$ cat src/rtl/memory_port_arbiter.sv
// Two-master arbiter sharing one external memory port between instruction fetch and load/store.
// Optional fetch anti-starvation counter enabled by defining MEMORY_ARBITER_FAIRNESS_EN.
module memory_port_arbiter #(
    parameter int unsigned STARVE_LIMIT = 4
) (
    input  logic        clk,
    input  logic        rst,
    input  logic [31:0] fetch_memoryAddress,
    input  logic        fetch_memoryReadEnable,
    output logic [31:0] fetch_memoryDataRead,
    output logic        fetch_memoryBusy,
    output logic        fetch_memoryAccessFault,
    output logic        fetch_addressBreakpoint,
    input  logic [31:0] data_memoryAddress,
    input  logic [3:0]  data_memoryByteSelect,
    input  logic        data_memoryWriteEnable,
    input  logic        data_memoryReadEnable,
    input  logic [31:0] data_memoryDataWrite,
    output logic [31:0] data_memoryDataRead,
    output logic        data_memoryBusy,
    output logic        data_memoryAccessFault,
    output logic        data_addressBreakpoint,
    output logic [31:0] external_memoryAddress,
    output logic [3:0]  external_memoryByteSelect,
    output logic        external_memoryWriteEnable,
    output logic        external_memoryReadEnable,
    output logic [31:0] external_memoryDataWrite,
    input  logic [31:0] external_memoryDataRead,
    input  logic        external_memoryBusy,
    input  logic        external_memoryAccessFault,
    input  logic        external_addressBreakpoint
);

    typedef enum logic [1:0] {
        IDLE        = 2'd0,
        GRANT_FETCH = 2'd1,
        GRANT_DATA  = 2'd2
    } state_t;

    state_t state_r;
    state_t state_next_s;
    logic   fetch_req_s;
    logic   data_req_s;
    logic   fetch_wins_s;

    // The starvation counter is only 3 bits wide, so larger limits could never be reached.
    if (STARVE_LIMIT < 1 || STARVE_LIMIT > 7) begin : g_bad_starve_limit
        $error("memory_port_arbiter: STARVE_LIMIT must be within 1..7");
    end

    assign fetch_req_s = fetch_memoryReadEnable;
    assign data_req_s  = data_memoryReadEnable | data_memoryWriteEnable;

    // Read data is shared; each master qualifies it with its own busy flag.
    assign fetch_memoryDataRead = external_memoryDataRead;
    assign data_memoryDataRead  = external_memoryDataRead;

`ifdef MEMORY_ARBITER_FAIRNESS_EN
    logic [2:0] starve_cnt_r;

    // Count data grants taken over a waiting fetch; saturates rather than wrapping.
    always_ff @(posedge clk or negedge rst) begin
        if (!rst) begin
            starve_cnt_r <= 3'd0;
        end else if (state_r == IDLE) begin
            if (!fetch_req_s || (state_next_s == GRANT_FETCH)) begin
                starve_cnt_r <= 3'd0;
            end else if ((state_next_s == GRANT_DATA) && (starve_cnt_r != 3'd7)) begin
                starve_cnt_r <= starve_cnt_r + 3'd1;
            end else begin
                starve_cnt_r <= starve_cnt_r;
            end
        end else begin
            starve_cnt_r <= starve_cnt_r;
        end
    end

    assign fetch_wins_s = fetch_req_s & (starve_cnt_r == 3'(STARVE_LIMIT));
`else
    assign fetch_wins_s = 1'b0;
`endif

    // State register; reset drops any in-flight transaction without completing it.
    always_ff @(posedge clk or negedge rst) begin
        if (!rst) begin
            state_r <= IDLE;
        end else begin
            state_r <= state_next_s;
        end
    end

    // Next-state: arbitrate only in IDLE, leave a grant on completion or abort.
    always_comb begin
        state_next_s = state_r;
        case (state_r)
            IDLE: begin
                if (data_req_s && !fetch_wins_s) begin
                    state_next_s = GRANT_DATA;
                end else if (fetch_req_s) begin
                    state_next_s = GRANT_FETCH;
                end else begin
                    state_next_s = IDLE;
                end
            end
            GRANT_FETCH: begin
                if (fetch_req_s && external_memoryBusy) begin
                    state_next_s = GRANT_FETCH;
                end else begin
                    state_next_s = IDLE;
                end
            end
            GRANT_DATA: begin
                if (data_req_s && external_memoryBusy) begin
                    state_next_s = GRANT_DATA;
                end else begin
                    state_next_s = IDLE;
                end
            end
            default: begin
                state_next_s = IDLE;
            end
        endcase
    end

    // Bus steering: the granted master sees the external bus, the other one stalls.
    always_comb begin
        external_memoryAddress     = 32'h0000_0000;
        external_memoryByteSelect  = 4'h0;
        external_memoryWriteEnable = 1'b0;
        external_memoryReadEnable  = 1'b0;
        external_memoryDataWrite   = 32'h0000_0000;
        fetch_memoryBusy           = fetch_req_s;
        fetch_memoryAccessFault    = 1'b0;
        fetch_addressBreakpoint    = 1'b0;
        data_memoryBusy            = data_req_s;
        data_memoryAccessFault     = 1'b0;
        data_addressBreakpoint     = 1'b0;
        case (state_r)
            GRANT_FETCH: begin
                external_memoryAddress    = fetch_memoryAddress;
                external_memoryByteSelect = 4'hF;
                external_memoryReadEnable = fetch_memoryReadEnable;
                fetch_memoryBusy          = external_memoryBusy;
                fetch_memoryAccessFault   = external_memoryAccessFault;
                fetch_addressBreakpoint   = external_addressBreakpoint;
            end
            GRANT_DATA: begin
                external_memoryAddress     = data_memoryAddress;
                external_memoryByteSelect  = data_memoryByteSelect;
                external_memoryWriteEnable = data_memoryWriteEnable;
                external_memoryReadEnable  = data_memoryReadEnable;
                external_memoryDataWrite   = data_memoryDataWrite;
                data_memoryBusy            = external_memoryBusy;
                data_memoryAccessFault     = external_memoryAccessFault;
                data_addressBreakpoint     = external_addressBreakpoint;
            end
            default: begin
                external_memoryAddress = 32'h0000_0000;
            end
        endcase
    end

endmodule

$ cat config.mk
export PLATFORM = sky130hd
export DESIGN_NAME = memory_port_arbiter
export DESIGN_NICKNAME = d
export VERILOG_FILES = /design/src/rtl/memory_port_arbiter.sv
export SDC_FILE = /design/constraint.sdc
export NUM_CORES = 1
export LEC_CHECK = 0
export CELL_PAD_IN_SITES_DETAIL_PLACEMENT = 1
export CELL_PAD_IN_SITES_GLOBAL_PLACEMENT = 1
export CORE_MARGIN = 5
export CORE_UTILIZATION = 12
export CTS_CLUSTER_DIAMETER = 200
export DETAILED_ROUTE_END_ITERATION = 12
export PLACE_DENSITY_LB_ADDON = 0.1
export SLEW_MARGIN = 40
export SYNTH_ARGS = -nofsm -noshare
export SYNTH_HDL_FRONTEND = slang
export SYNTH_SLANG_ARGS = --single-unit
$ cat constraint.sdc
create_clock -name clk -period 4 [get_ports clk]
set_input_delay 0.4 -clock clk [delete_from_list [all_inputs] [get_ports clk]]
set_output_delay 0.4 -clock clk [all_outputs]
set_load 0.1 [all_outputs]
==> results by group <==
Clock tree
  • Clk_lat worst skew: 220 ps
  • Post-CTS Setup Inserts: 0
  • Clk sink count: 2
  • Longest Clk Path Bufs: 2
  • CTS buffer count: 3
  • CTS hold repair buffers: 0
  • CTS-repair resized insts: 0
  • H-tree levels: 1
  • Clock transition at path regs: 30 ps
  • Clk root buf: clkbuf_16
  • CTS tree: yes

Final layout
  • Final core area utilization: 23.7%
  • N_diodes: 0
  • Max FFs per register: 2
  • Synth-to-Final Area Change: 93.9%
  • Final nets: 466
  • Final instance area: 2840 sq um
  • Largest registers: state_r (2)
  • Fill count: 1424
  • Biggest register: state_r
  • Layout cells sized above 1: 26.6%

Timing
  • Final setup viols: 0
  • Fin crit period: 2510 ps
  • Final hold slack: 346 ps
  • Fmax: 0.398 GHz
  • Slew Limit Headroom: 56.8%
  • Fin. max-slew vios: 0
  • Final setup TNS: 0 ps
  • Clock skew: 0.832 ps
  • Fin. Hold Viols: 0
  • Tcrit/Tclk final: 62.8%
  • Worst-margin pin slew: 648 ps
  • RSZ-0062 raised after global routing: no

Power and ir drop
  • Power density over cell area: 644 nW/um^2
  • Max VDD drop: 173 uV
  • Overall Power: 1830 uW
  • Leak pwr: 0.00117 uW

Global route
  • Total GRT Usage: 9.37%
  • Vias in the first global route: 1825
  • First-pass GRT wire length: 10800 microns
  • Initial antenna violation count: 0
  • GRT Residual Overflow: 0
  • Largest net degree at the start of global routing: 42

Worst setup path
  • Worst EP required: 3600 ps
  • Max stage delay on crit path: 420 ps
  • Crit path cell chain: inv_1 -> ha_1 -> buf_4 -> a22oi_1 -> nor2b_1 -> buf_4
  • Crit-path max FO: 29
  • Critical path endpoint category: primary output
  • Most used cell, CP: buf_4
  • Worst Path Arrival: 2110 ps
  • CP max-delay cell: ha_1
  • Crit Path Class: reg2out
  • Critical path launch point type: flip-flop

Worst hold path
  • Hold/Removal Path Class: in2async

Synth
  • Mapped Area: 1470 sq um
  • Post-synthesis cell count: 211
  • Flops & latches, synth: 2
  • Synth cell types: 18
  • Synthesized net count: 356
  • Ys Warns: 0
  • Seq/Total Area, Yosys: 3.41%
  • Post-synthesis average cell area: 6.95 sq um

Floorplan
  • Die width: 121 microns
  • Initial core utilization: 12.2%
  • Full die area: 14500 sq um
  • Core Area: 12000 sq um
  • I/O pins: 280
  • Cell Rows: 40
  • Die Height: 121 microns

Routing
  • Total number of vias: 1736
  • Pre-antenna DRT Iters: 4
  • Routed len/inst: 16.0 microns
  • DRT Wirelength: 7470 microns
  • Post-route ant nets: 0
  • DRC Markers: 0
  • DRT iter0 DRCs: 44
  • Via-to-Cell Ratio: 3.73

Run status
  • Outcome: completed

Placed design
  • Port Buf Inserts: 183
  • DP Area: 2770 sq um
  • GPL Wtd Cong: 0.690
  • DP Wirelength: 5960 microns

Job
  • Maxcap violations: 0
-- per-layer routing --
layer | up-vias | part of all wire (%) | GRT usage [%] | wire (microns)
met3 | 23 | 8.1 | 2.06 | 605
met1 | 782 | 35 | 9.74 | 2590
met2 | 84 | 55 | 18.3 | 4110
met4 | 0 | 2.2 | 3.19 | 161
met5 | - | 0 | 0 | 0
li1 | 847 | - | - | -
-- cells by family (layout without fill, tap and decap cells) --
kind of cell	after synthesis	count (layout)	synth area share, %
adders and majority gates	5	5	4.27
DFF	2	2	3.41
buffers and inverters	84	192	38.7
AOI/OAI and AO/OA	41	41	20.1
and+or+nand+nor	79	79	33.4
-- stage by stage --
stage | std cells | setup slack (ps)
3_5_place_dp | 463 | 1650
2_1_floorplan | 211 | 609
6_report | 466 | 1490
3_3_place_gp | 463 | 1490
4_1_cts | 466 | 1410
5_1_grt | 466 | 1240
-- placed cells by master (no fill, tap or decap) --
cell             instances
clkdlybuf4s50_1        107
buf_4                   78
nor2b_1                 37
and2_1                  36
a22oi_1                 33
a21oi_1                  6
inv_1                    4
ha_1                     3
clkbuf_16                3
nor3_1                   2
dfrtp_1                  2
nand2_1                  1
or3b_1                   1
a211oi_2                 1
nor2_1                   1
and2_2                   1
o21ai_0                  1
ha_2                     1
ha_4                     1
-- area by class of cell --
type / instances / area [sq um] / area share (%)
clock buffer: 3 / 75.1 / 2.64
inverter: 4 / 15.0 / 0.528
multi-input combinational: 125 / 863 / 30.4
sequential: 2 / 50.0 / 1.76
tap: 147 / 184 / 6.47
timing repair buffer: 185 / 1660 / 58.2
-- cells in the mapped netlist, drive strengths merged --
master,number,area share [%]
nand2,1,0.26
nor3,2,0.68
inv,4,1.0
a21oi,6,2.0
nor2,1,0.26
a211oi,1,0.85
clkbuf,7,1.9
or3b,1,0.60
nor2b,37,16
and2,37,16
dfrtp,2,3.4
a22oi,33,17
o21ai,1,0.34
ha,5,4.3
buf,73,36
-- path summary, 6_finish.rpt --
| path | from | to | slack (ps) | cells after the start |
|---|---|---|---|---|
| setup / recovery | state_r[0] | external_memoryAddress[25] | 1490 | 6 |
| hold / removal | rst | state_r[1] | 350 | 1 |
| setup reg to reg | state_r[1] | state_r[0] | 2520 | 4 |
| hold reg to reg | state_r[1] | state_r[0] | 710 | 2 |
| max in group asynchronous | rst | state_r[0] | 3530 | 1 |
| min in group clk | state_r[1] | state_r[0] | 710 | 2 |
-- worst max-delay path: cells and delay by family (launching register included) --
| family | cells | cell delay [ps] |
|---|---|---|
| AOI/OAI and AO/OA | 1 | 140 |
| adders and majority gates | 1 | 420 |
| buffers and inverters | 3 | 760 |
| DFF | 1 | 410 |
| and+or+nand+nor | 1 | 150 |
-- power breakdown --
| group | leakage, uW | internal, uW | total (uW) | switching, uW |
|---|---|---|---|---|
| sequential | 0.0000256 | 24.2 | 28.7 | 4.48 |
| combinational | 0.00111 | 399 | 1650 | 1250 |
| clock | 0.0000370 | 127 | 150 | 22.9 |
| total | 0.00117 | 550 | 1830 | 1280 |
No activity file was read; power rests on OpenSTA's default activity.
